===== config.mk =====
export PLATFORM = sky130hd
export DESIGN_NAME = traffic_conflict_monitor_flat
export DESIGN_NICKNAME = d
export VERILOG_FILES = /design/src/rtl/traffic_conflict_monitor_if.sv /design/src/rtl/traffic_conflict_monitor.sv /design/src/flat_wrapper.sv
export SDC_FILE = /design/constraint.sdc
export NUM_CORES = 1
export LEC_CHECK = 0
export ABC_AREA = 1
export BUFFER_PORTS_ARGS = -buffer_cell sky130_fd_sc_hd__buf_2
export CAP_MARGIN = 30
export CORE_MARGIN = 5
export CORE_UTILIZATION = 44
export DETAILED_ROUTE_END_ITERATION = 12
export PLACE_DENSITY = 0.73
export SLEW_MARGIN = 20
export SYNTH_ARGS = -nofsm -noshare
export SYNTH_HDL_FRONTEND = slang
export SYNTH_SLANG_ARGS = --single-unit

===== constraint.sdc =====
create_clock -name clk -period 4 [get_ports clk]
set_clock_uncertainty 0.1 [all_clocks]
set_input_delay 0.6 -clock clk [delete_from_list [all_inputs] [get_ports clk]]
set_output_delay 0.6 -clock clk [all_outputs]
set_load 0.02 [all_outputs]

===== src/rtl/traffic_conflict_monitor_if.sv =====
// Signal bundle between a signal controller (master) and the conflict monitor (slave).
// The controller drives lamp and pedestrian states plus the operator clear request.
// The monitor returns its fault status and the all-flash request.
interface traffic_conflict_monitor_if;
    logic [2:0] light_NS;
    logic [2:0] light_EW;
    logic       ped_signal_NS;
    logic       ped_signal_EW;
    logic       fault_clear;
    logic       fault;
    logic [2:0] fault_code;
    logic       flash_req;
    logic [7:0] fault_count;
    logic       armed;

    modport master (
        output light_NS, light_EW, ped_signal_NS, ped_signal_EW, fault_clear,
        input  fault, fault_code, flash_req, fault_count, armed
    );

    modport slave (
        input  light_NS, light_EW, ped_signal_NS, ped_signal_EW, fault_clear,
        output fault, fault_code, flash_req, fault_count, armed
    );
endinterface


===== src/rtl/traffic_conflict_monitor.sv =====
// Traffic lamp conflict monitor.
// Lamp encoding per direction: bit2 red, bit1 yellow, bit0 green.
// Waits in ARMING for an all-red sample, then watches for static conditions
// (conflicting greens, malformed lamp codes, walk against a non-red lamp) that
// must persist PERSIST samples, and sequence violations (green straight to red,
// short yellow, green held too long) that trip immediately. The first qualifying
// condition latches a fault and requests all-flash until the operator clears it.
module traffic_conflict_monitor #(
    parameter int MIN_YELLOW = 3,
    parameter int MAX_GREEN  = 1000,
    parameter int PERSIST    = 2
) (
    input logic                     clk,
    input logic                     rst,
    traffic_conflict_monitor_if.slave bus
);

    localparam logic [1:0] ARMING  = 2'd0;
    localparam logic [1:0] MONITOR = 2'd1;
    localparam logic [1:0] FAULT   = 2'd2;

    localparam int YW = (MIN_YELLOW < 1) ? 1 : $clog2(MIN_YELLOW + 1);
    localparam int GW = (MAX_GREEN < 2) ? 1 : $clog2(MAX_GREEN + 1);

    localparam logic [3:0]    PER_MAX  = 4'(PERSIST);
    localparam logic [3:0]    PER_LAST = 4'(PERSIST - 1);
    localparam logic [YW-1:0] YEL_MAX  = YW'(MIN_YELLOW);
    localparam logic [GW-1:0] GRN_MAX  = GW'(MAX_GREEN);
    localparam logic [GW-1:0] GRN_LAST = GW'(MAX_GREEN - 1);

    logic [1:0]    state, state_next;
    logic [2:0]    prev_ns, prev_ew;
    logic [3:0]    per_conf, per_inv, per_ped;
    logic [3:0]    per_conf_next, per_inv_next, per_ped_next;
    logic [YW-1:0] yel_ns, yel_ew, yel_ns_next, yel_ew_next;
    logic [GW-1:0] grn_ns, grn_ew, grn_ns_next, grn_ew_next;
    logic          fault_q, armed_q;
    logic [2:0]    code_q, code_next;
    logic [7:0]    count_q, count_next;

    logic [2:0] ns, ew;
    logic       mon;
    logic       conf_now, inv_now, ped_now, static_now;
    logic       q1, q2, q3, q4, q5, q6, any_q;
    logic [2:0] lowest_code;

    // Persistence counter: counts consecutive samples with the condition, saturating.
    function automatic logic [3:0] per_step(input logic [3:0] cnt, input logic present);
        if (!present)
            return 4'd0;
        return (cnt >= PER_MAX) ? cnt : cnt + 4'd1;
    endfunction

    function automatic logic [YW-1:0] yel_step(input logic [YW-1:0] cnt, input logic yellow);
        if (!yellow)
            return '0;
        return (cnt >= YEL_MAX) ? cnt : cnt + YW'(1);
    endfunction

    function automatic logic [GW-1:0] grn_step(input logic [GW-1:0] cnt, input logic green);
        if (!green)
            return '0;
        return (cnt >= GRN_MAX) ? cnt : cnt + GW'(1);
    endfunction

    function automatic logic [7:0] count_sat_inc(input logic [7:0] cnt);
        return (cnt == 8'hFF) ? cnt : cnt + 8'd1;
    endfunction

    assign ns  = bus.light_NS;
    assign ew  = bus.light_EW;
    assign mon = (state == MONITOR);

    // Raw condition detection on the current sample and qualification against history.
    always_comb begin
        conf_now   = (ns[0] && !ew[2]) || (ew[0] && !ns[2]);
        inv_now    = !$onehot0(ns) || !$onehot0(ew);
        ped_now    = (bus.ped_signal_NS && !ns[2]) || (bus.ped_signal_EW && !ew[2]);
        static_now = conf_now || inv_now || ped_now;

        q1 = mon && conf_now && (per_conf >= PER_LAST);
        q2 = mon && inv_now  && (per_inv  >= PER_LAST);
        q3 = mon && ped_now  && (per_ped  >= PER_LAST);
        q4 = mon && ((prev_ns[0] && ns[2]) || (prev_ew[0] && ew[2]));
        q5 = mon && ((prev_ns[1] && ns[2] && (yel_ns < YEL_MAX)) ||
                     (prev_ew[1] && ew[2] && (yel_ew < YEL_MAX)));
        q6 = mon && ((ns[0] && (grn_ns >= GRN_LAST)) || (ew[0] && (grn_ew >= GRN_LAST)));
        any_q = q1 || q2 || q3 || q4 || q5 || q6;

        lowest_code = 3'd0;
        if      (q1) lowest_code = 3'd1;
        else if (q2) lowest_code = 3'd2;
        else if (q3) lowest_code = 3'd3;
        else if (q4) lowest_code = 3'd4;
        else if (q5) lowest_code = 3'd5;
        else if (q6) lowest_code = 3'd6;
    end

    // Counters run only while monitoring; elsewhere they sit at zero.
    always_comb begin
        per_conf_next = mon ? per_step(per_conf, conf_now) : 4'd0;
        per_inv_next  = mon ? per_step(per_inv, inv_now)   : 4'd0;
        per_ped_next  = mon ? per_step(per_ped, ped_now)   : 4'd0;
        yel_ns_next   = mon ? yel_step(yel_ns, ns[1])      : '0;
        yel_ew_next   = mon ? yel_step(yel_ew, ew[1])      : '0;
        grn_ns_next   = mon ? grn_step(grn_ns, ns[0])      : '0;
        grn_ew_next   = mon ? grn_step(grn_ew, ew[0])      : '0;
    end

    // State transitions, fault code capture and fault counting.
    always_comb begin
        state_next = state;
        code_next  = code_q;
        count_next = count_q;
        case (state)
            ARMING: begin
                if (ns == 3'b100 && ew == 3'b100)
                    state_next = MONITOR;
            end
            MONITOR: begin
                if (any_q) begin
                    state_next = FAULT;
                    code_next  = lowest_code;
                    count_next = count_sat_inc(count_q);
                end
            end
            FAULT: begin
                // A clear is refused while any static condition is still visible.
                if (bus.fault_clear && !static_now) begin
                    state_next = ARMING;
                    code_next  = 3'd0;
                end
            end
            default: begin
                state_next = ARMING;
                code_next  = 3'd0;
            end
        endcase
    end

    // Register all state, history, counters and outputs.
    always_ff @(posedge clk or negedge rst) begin
        if (!rst) begin
            state    <= ARMING;
            prev_ns  <= 3'd0;
            prev_ew  <= 3'd0;
            per_conf <= 4'd0;
            per_inv  <= 4'd0;
            per_ped  <= 4'd0;
            yel_ns   <= '0;
            yel_ew   <= '0;
            grn_ns   <= '0;
            grn_ew   <= '0;
            fault_q  <= 1'b0;
            armed_q  <= 1'b0;
            code_q   <= 3'd0;
            count_q  <= 8'd0;
        end else begin
            state    <= state_next;
            prev_ns  <= ns;
            prev_ew  <= ew;
            per_conf <= per_conf_next;
            per_inv  <= per_inv_next;
            per_ped  <= per_ped_next;
            yel_ns   <= yel_ns_next;
            yel_ew   <= yel_ew_next;
            grn_ns   <= grn_ns_next;
            grn_ew   <= grn_ew_next;
            fault_q  <= (state_next == FAULT);
            armed_q  <= (state_next == MONITOR);
            code_q   <= code_next;
            count_q  <= count_next;
        end
    end

    assign bus.fault       = fault_q;
    assign bus.flash_req   = fault_q;
    assign bus.fault_code  = code_q;
    assign bus.fault_count = count_q;
    assign bus.armed       = armed_q;

endmodule


===== src/flat_wrapper.sv =====
// flat-port wrapper written by rule: the top's interface ports become plain ports
module traffic_conflict_monitor_flat 
#(
    parameter int MIN_YELLOW = 3,
    parameter int MAX_GREEN  = 1000,
    parameter int PERSIST    = 2
)
  (clk, rst, bus_light_NS, bus_light_EW, bus_ped_signal_NS, bus_ped_signal_EW, bus_fault_clear, bus_fault, bus_fault_code, bus_flash_req, bus_fault_count, bus_armed);
  traffic_conflict_monitor_if bus_i ();
  input logic clk;
  input logic rst;
  input wire logic [$bits(bus_i.light_NS)-1:0] bus_light_NS;
  input wire logic [$bits(bus_i.light_EW)-1:0] bus_light_EW;
  input wire logic [$bits(bus_i.ped_signal_NS)-1:0] bus_ped_signal_NS;
  input wire logic [$bits(bus_i.ped_signal_EW)-1:0] bus_ped_signal_EW;
  input wire logic [$bits(bus_i.fault_clear)-1:0] bus_fault_clear;
  output wire logic [$bits(bus_i.fault)-1:0] bus_fault;
  output wire logic [$bits(bus_i.fault_code)-1:0] bus_fault_code;
  output wire logic [$bits(bus_i.flash_req)-1:0] bus_flash_req;
  output wire logic [$bits(bus_i.fault_count)-1:0] bus_fault_count;
  output wire logic [$bits(bus_i.armed)-1:0] bus_armed;
  assign bus_i.light_NS = bus_light_NS;
  assign bus_i.light_EW = bus_light_EW;
  assign bus_i.ped_signal_NS = bus_ped_signal_NS;
  assign bus_i.ped_signal_EW = bus_ped_signal_EW;
  assign bus_i.fault_clear = bus_fault_clear;
  assign bus_fault = bus_i.fault;
  assign bus_fault_code = bus_i.fault_code;
  assign bus_flash_req = bus_i.flash_req;
  assign bus_fault_count = bus_i.fault_count;
  assign bus_armed = bus_i.armed;
  traffic_conflict_monitor #(.MIN_YELLOW(MIN_YELLOW), .MAX_GREEN(MAX_GREEN), .PERSIST(PERSIST)) u_core (.clk(clk), .rst(rst), .bus(bus_i));
endmodule

Word level (Yosys, flattened, before mapping)
Cells that the tools add are included.
{"block": "totals", "input_bits": 11, "output_inout_bits": 14, "register_bits": 55, "elab_cells": 138}
{"block": "op_classes", "addsub": 12, "order_cmp": 16, "bitwise": 2, "n_eq_ne": 16, "n_reduce_logical": 44, "mux": 34}
{"op": "2-to-1 mux 10 bit", "count": 6}
{"op": "greater-or-equal comparator 10 bit (second input constant)", "count": 4}
{"op": "2-to-1 mux 4 bit", "count": 9}
{"op": "2-to-1 mux 3 bit", "count": 8}
{"op": "logical AND 1 bit", "count": 23}
{"op": "inequality test 3 bit (second input constant)", "count": 7}
{"op": "adder 10 x 1 -> 10 bit (second input constant)", "count": 2}
{"op": "2-to-1 mux 2 bit", "count": 9}
{"op": "logical OR 1 bit", "count": 13}
{"op": "adder 4 x 1 -> 4 bit (second input constant)", "count": 3}
{"op": "greater-or-equal comparator 4 x 1 -> 1 bit (second input constant)", "count": 3}
{"op": "greater-or-equal comparator 4 x 2 -> 1 bit (second input constant)", "count": 3}
{"op": "case mux 3 bit (3 select lines)", "count": 1}
{"op": "adder 8 x 1 -> 8 bit (second input constant)", "count": 1}
{"op": "equality test 8 bit (second input constant)", "count": 1}
{"op": "equality test 3 bit (second input constant)", "count": 2}
{"op": "case mux 2 bit (3 select lines)", "count": 1}
{"op": "AND reduction 3 bit", "count": 2}
{"op": "zero test 1 bit", "count": 5}
{"op": "adder 1 x 1 -> 2 bit", "count": 2}
{"op": "adder 2 x 1 -> 2 bit", "count": 2}
{"op": "adder 2 x 1 -> 2 bit (second input constant)", "count": 2}
{"op": "equality test 2 x 1 -> 1 bit (second input constant)", "count": 2}
{"op": "equality test 2 bit (second input constant)", "count": 2}
{"op": "other kinds (7)", "count": 11}

Logic depth before layout (Yosys ltp)
{"block": "logic_depth", "depth_word": 15, "depth_mapped": 12, "depth_no_buf": 12}

Least setup slack after synthesis
No wires, ideal clock.
{"block": "synth_path", "path_kind": "input to register", "start": "input bus_light_NS[0]", "end": "register u_core.count_q[4], in the netlist u_core.bus.fault_count[4]", "required_ns": 3.835, "slack_ns": 2.165, "stages": 10, "arrival_ns": 1.670, "setup_ns": 0.065, "path_buffers": 0, "path_cell_list": "ha_1 -> nand2_1 -> nand3_1 -> nand3_1 -> nand3_2 -> nor2_4 -> nand2_4 -> nand2_4 -> nand2_1 -> nand2_1"}
{"block": "synth_via", "elab_chain_len": 13, "word_cells_on_any_way": 20, "cone_classes": "add/sub (2); order compare (1); reduce/logical (17)"}
{"element": "from (decl)", "line": "flat_wrapper.sv:12", "source": "input wire logic [$bits(bus_i.light_NS)-1:0] bus_light_NS;"}
{"element": "adder 1 x 1 -> 2 bit (implied by the code)", "line": "traffic_conflict_monitor.sv:77", "source": "inv_now = !$onehot0(ns) || !$onehot0(ew);"}
{"element": "adder 2 x 1 -> 2 bit (implied by the code)", "line": "traffic_conflict_monitor.sv:77"}
{"element": "<= comparator 2 x 1 -> 1 bit (implied by the code)", "line": "traffic_conflict_monitor.sv:77"}
{"element": "zero test 1 bit", "line": "traffic_conflict_monitor.sv:77"}
{"element": "logical OR 1 bit", "line": "traffic_conflict_monitor.sv:77"}
{"element": "logical AND 1 bit (2 in a row)", "line": "traffic_conflict_monitor.sv:82", "source": "q2 = mon && inv_now && (per_inv >= PER_LAST);"}
{"element": "logical OR 1 bit (4 in a row)", "line": "traffic_conflict_monitor.sv:88", "source": "any_q = q1 || q2 || q3 || q4 || q5 || q6;"}
{"element": "logical OR 1 bit (*)", "line": "traffic_conflict_monitor.sv:88"}
{"element": "AND reduction 3 bit (no line) (*)"}
{"element": "to (signal assigned)", "line": "traffic_conflict_monitor.sv:172", "source": "count_q <= count_next;"}
{"element": "to (decl)", "line": "traffic_conflict_monitor.sv:39", "source": "logic [7:0] count_q, count_next;"}
Mark *: on every way between the ends. The rest lies on a longest branch, timed or not.
A chain may end at the register's enable or synchronous reset.

Worst setup path after layout
{"block": "layout_path", "start": "register u_core.state[1]", "end": "register u_core.count_q[2], in the netlist u_core.bus.fault_count[2]"}
{"block": "layout_via", "elab_chain_len": 9, "word_cells_on_any_way": 16, "cone_classes": "eq/ne (1); reduce/logical (15)"}
{"element": "from (decl)", "line": "traffic_conflict_monitor.sv:31", "source": "logic [1:0] state, state_next;"}
{"element": "from (signal assigned)", "line": "traffic_conflict_monitor.sv:159", "source": "state <= state_next;"}
{"element": "equality test 2 x 1 -> 1 bit (*)", "line": "traffic_conflict_monitor.sv:72, traffic_conflict_monitor.sv:115"}
{"element": "logical AND 1 bit, on equally long branches (2 in a row)", "line": "traffic_conflict_monitor.sv:81, traffic_conflict_monitor.sv:82"}
{"element": "logical OR 1 bit (5 in a row)", "line": "traffic_conflict_monitor.sv:88"}
{"element": "AND reduction 3 bit (no line) (*)"}
Marked as above.

==> flow_summary.yaml <==
worst_setup_path:
  worst-endpoint-required_ns: 4.11
  crit_path_cell_trace: "nor2_4, nand2_4, clkinv_2, nand2_2, nand2_4, inv_4, nand2_4, nand2_4, nand2_1, nand2_1"
  timing.critical_path.fanout_max: 16
  crit_path_start_kind: "flop"
  crit_path_max_incr_delay_ns: 0.45
  buffers_and_inverters_on_the_worst_path: 2
  timing.critical_path.mode_cell: "sky130_fd_sc_hd__nand2_4"
  cp-end-kind: "flop"
  worstPathArrival_ns: 1.97
  critPathTopFamily: "simple AND/OR/NAND/NOR gates"
  worst-setup-path-type: "flop to flop"
  cpMaxStageDelayCell: "sky130_fd_sc_hd__dfrtp_1"
clocking:
  cts.htree.levels: 2
  ctsHoldBuffers: 0
  tritoncts: "yes"
  cts_resized: 0
  clock_sink_count: 55
  clock_pin_slew_on_the_worst_setup_and_hold_paths_ns: 0.11
  tritoncts.num_buffers: 5
  cts_buffer_depth: 2
  clock_insertion_delay_worst_skew_ns: 0.31
  ctsRootBufferMaster: "sky130_fd_sc_hd__clkbuf_8"
  cts_setup_buffers: 0
global_route:
  grt_util_all_layers_pct: 13.9
  antenna_found_initial: 0
  grt_pass1_vias: 2192
  grt_max_degree: 56
  wire_length_of_the_first_global_routing_pass_um: 9800
  globalRoute.totalOverflow: 0
sta:
  tns_ns: 0
  grt_setup_unrepaired: "false"
  setup_violations: 0
  slew_violations: 0
  fmax_ghz: 0.537
  tightestPinTransition_ns: 0.687
  finalCriticalPeriod_ns: 1.86
  min_period_over_period_pct: 46.6
  slew_headroom_pct: 54.2
  final_hold_viol_count: 0
floorplan:
  floorplan.core_area_um2: 6760
  die_boundary_height_um: 93.2
  start_util_pct: 45.1
  floorplan.die.width_um: 93.2
  rows: 30
  die_area_um2: 8690
  boundaryPins: 25
power:
  power.ir.vdd_worst_v: 0.000222
  p_leak_nw: 1.73
  pwr_density_cell_nw_per_um2: 370
detailed_routing:
  drt-initial-drc-count: 82
  final_antenna_net_count: 0
  wl_per_cell_um: 12.0
  drtPass1Iterations: 4
  drt_wl_total_um: 5700
  post_drt_via_cell_ratio: 5.04
  route.vias.total: 2397
  drt_drc_violations_left: 0
outcome:
  status: "completed"
worst_hold_path:
  hold_path.class: "input port to async pin"
placement:
  port-buffer-count: 24
  hpwlAfterDp_um: 4260
  gp_congestion: 0.850
yosys:
  synthDominantCellAreaShare_pct: 45.2
  post_synth_main_area_contributors: "sky130_fd_sc_hd__dfrtp_1 (45%), sky130_fd_sc_hd__nand2_1 (8.7%), sky130_fd_sc_hd__ha_1 (8.6%), sky130_fd_sc_hd__inv_1 (5.4%), sky130_fd_sc_hd__nor2_1 (5.2%)"
  yosys_warnings: 0
  ys_seq_elements: 55
  syn-cell-area_um2: 3050
  syn_nets: 397
  yosysSeqAreaShare_pct: 45.2
  netlist_instances: 365
  netlist-cell-type-count: 32
  syn-mean-instance-area_um2: 8.35
  synth_largest_area_cell: "sky130_fd_sc_hd__dfrtp_1"
flow_run:
  max_cap_violations: 0
final_layout:
  n_antenna_cell: 0
  layout.nets: 427
  area_of_combinational_cells_with_multiple_inputs_um2: 1450
  most_common_library_cell_in_the_layout_ignoring_fill_and_taps: "sky130_fd_sc_hd__nand2_1"
  final_core_utilization_pct: 49.9
  num-fill-cells: 656
  layout.cells.most_common_list: "sky130_fd_sc_hd__nand2_1 (71), sky130_fd_sc_hd__dfrtp_1 (55), sky130_fd_sc_hd__inv_1 (44)"
  fraction_of_final_layout_cells_sized_beyond_drive_strength_1_pct: 15.2
  syn2layout_area_growth_pct: 10.6
  final-seq-area_um2: 1380
==> metrics by stage <==
step | area (µm²) | hold slack, ns | power [mW] | std cells | worst slack, ns
2_1_floorplan | 3050 | 0.204 | 0.803 | 365 | 2.17
4_1_cts | 3370 | 0.327 | 1.26 | 476 | 2.14
6_report | 3370 | 0.307 | 1.25 | 476 | 2.14
3_5_place_dp | 3260 | 0.375 | 0.885 | 468 | 1.83
5_1_grt | 3370 | 0.324 | 1.31 | 476 | 1.97
3_3_place_gp | 3260 | 0.369 | 0.880 | 468 | 1.89
==> per-layer routing <==
layer,vias up,global-route usage (%),routed length [µm]
met3,9,3.06,165
met5,-,0,0
met4,0,4.15,93
li1,1239,-,-
met2,28,22.0,2620
met1,1121,19.0,2820
==> area by class of cell <==
class,instances,share of cell area [%]
repair buffers,25,3.79
well taps,80,2.97
flip-flops and latches,55,40.8
clock buffers,5,2.04
clock inverters,3,1.30
multi-input cells,256,43.1
inverters,52,5.90
==> Yosys cell counts <==
master                      n
sky130_fd_sc_hd__nand2_1   71
sky130_fd_sc_hd__inv_1     44
sky130_fd_sc_hd__a211oi_1   5
sky130_fd_sc_hd__nor2_1    42
sky130_fd_sc_hd__a311oi_1   1
sky130_fd_sc_hd__nor3_1     6
sky130_fd_sc_hd__o21ai_2    1
sky130_fd_sc_hd__nor4_1     2
sky130_fd_sc_hd__nand3_1   31
sky130_fd_sc_hd__xor2_1     8
sky130_fd_sc_hd__ha_1      21
sky130_fd_sc_hd__a21boi_0   1
sky130_fd_sc_hd__nor2_2     2
sky130_fd_sc_hd__o21ai_0   11
sky130_fd_sc_hd__nand3_2    1
sky130_fd_sc_hd__clkinv_2   1
sky130_fd_sc_hd__a21oi_1   20
sky130_fd_sc_hd__nand2_4    5
sky130_fd_sc_hd__and3_1     1
sky130_fd_sc_hd__inv_2      6
sky130_fd_sc_hd__inv_4      1
sky130_fd_sc_hd__o21ai_1    1
sky130_fd_sc_hd__buf_6      1
sky130_fd_sc_hd__nand4_1   10
sky130_fd_sc_hd__xnor2_1    3
sky130_fd_sc_hd__nor2_4     3
sky130_fd_sc_hd__dfrtp_1   55
sky130_fd_sc_hd__a21oi_2    1
sky130_fd_sc_hd__buf_4      1
sky130_fd_sc_hd__nand2_2    6
sky130_fd_sc_hd__o21bai_1   1
sky130_fd_sc_hd__o21a_1     2
==> logic make-up after synthesis <==
kind of cell / count (synthesis) / synth area share (%)
compound gates: 44 / 8.33
xor+xnor: 11 / 3.16
fa+ha+maj: 21 / 8.62
buf+inv: 54 / 7.14
flops: 55 / 45.2
simple gates: 180 / 27.6
==> path summary, 6_finish.rpt <==
kind,startpoint,endpoint,cells past startpoint,slack (ns)
worst max register to register,u_core.state[1],u_core.bus.fault_count[2],10,2.14
min in group clk,bus_light_NS[1],u_core.prev_ns[1],1,0.34
worst min register to register,u_core.bus.fault_code[2],u_core.bus.fault_code[2],2,0.39
worst min-delay path,rst,u_core.grn_ns[4],2,0.31
worst max-delay path,u_core.state[1],u_core.bus.fault_count[2],10,2.14
max in group asynchronous,rst,u_core.bus.fault_code[2],2,3.05
==> sequential cells by signal, indices dropped and copies added (netlist names) <==
name,cells
u_core.grn_ew,10
u_core.grn_ns,10
u_core.bus.fault_count,8
u_core.per_conf,4
u_core.per_inv,4
u_core.per_ped,4
u_core.bus.fault_code,3
u_core.prev_ew,2
u_core.prev_ns,2
u_core.state,2
u_core.yel_ew,2
u_core.yel_ns,2
u_core.bus.armed,1
u_core.bus.fault,1
==> report_power, final <==
part	switching (mW)	total, mW	internal (mW)
sequential	0.0405	0.640	0.599
clock	0.189	0.376	0.187
combinational	0.157	0.232	0.0756
total	0.386	1.25	0.862
Power figures use the tool's default switching activity.
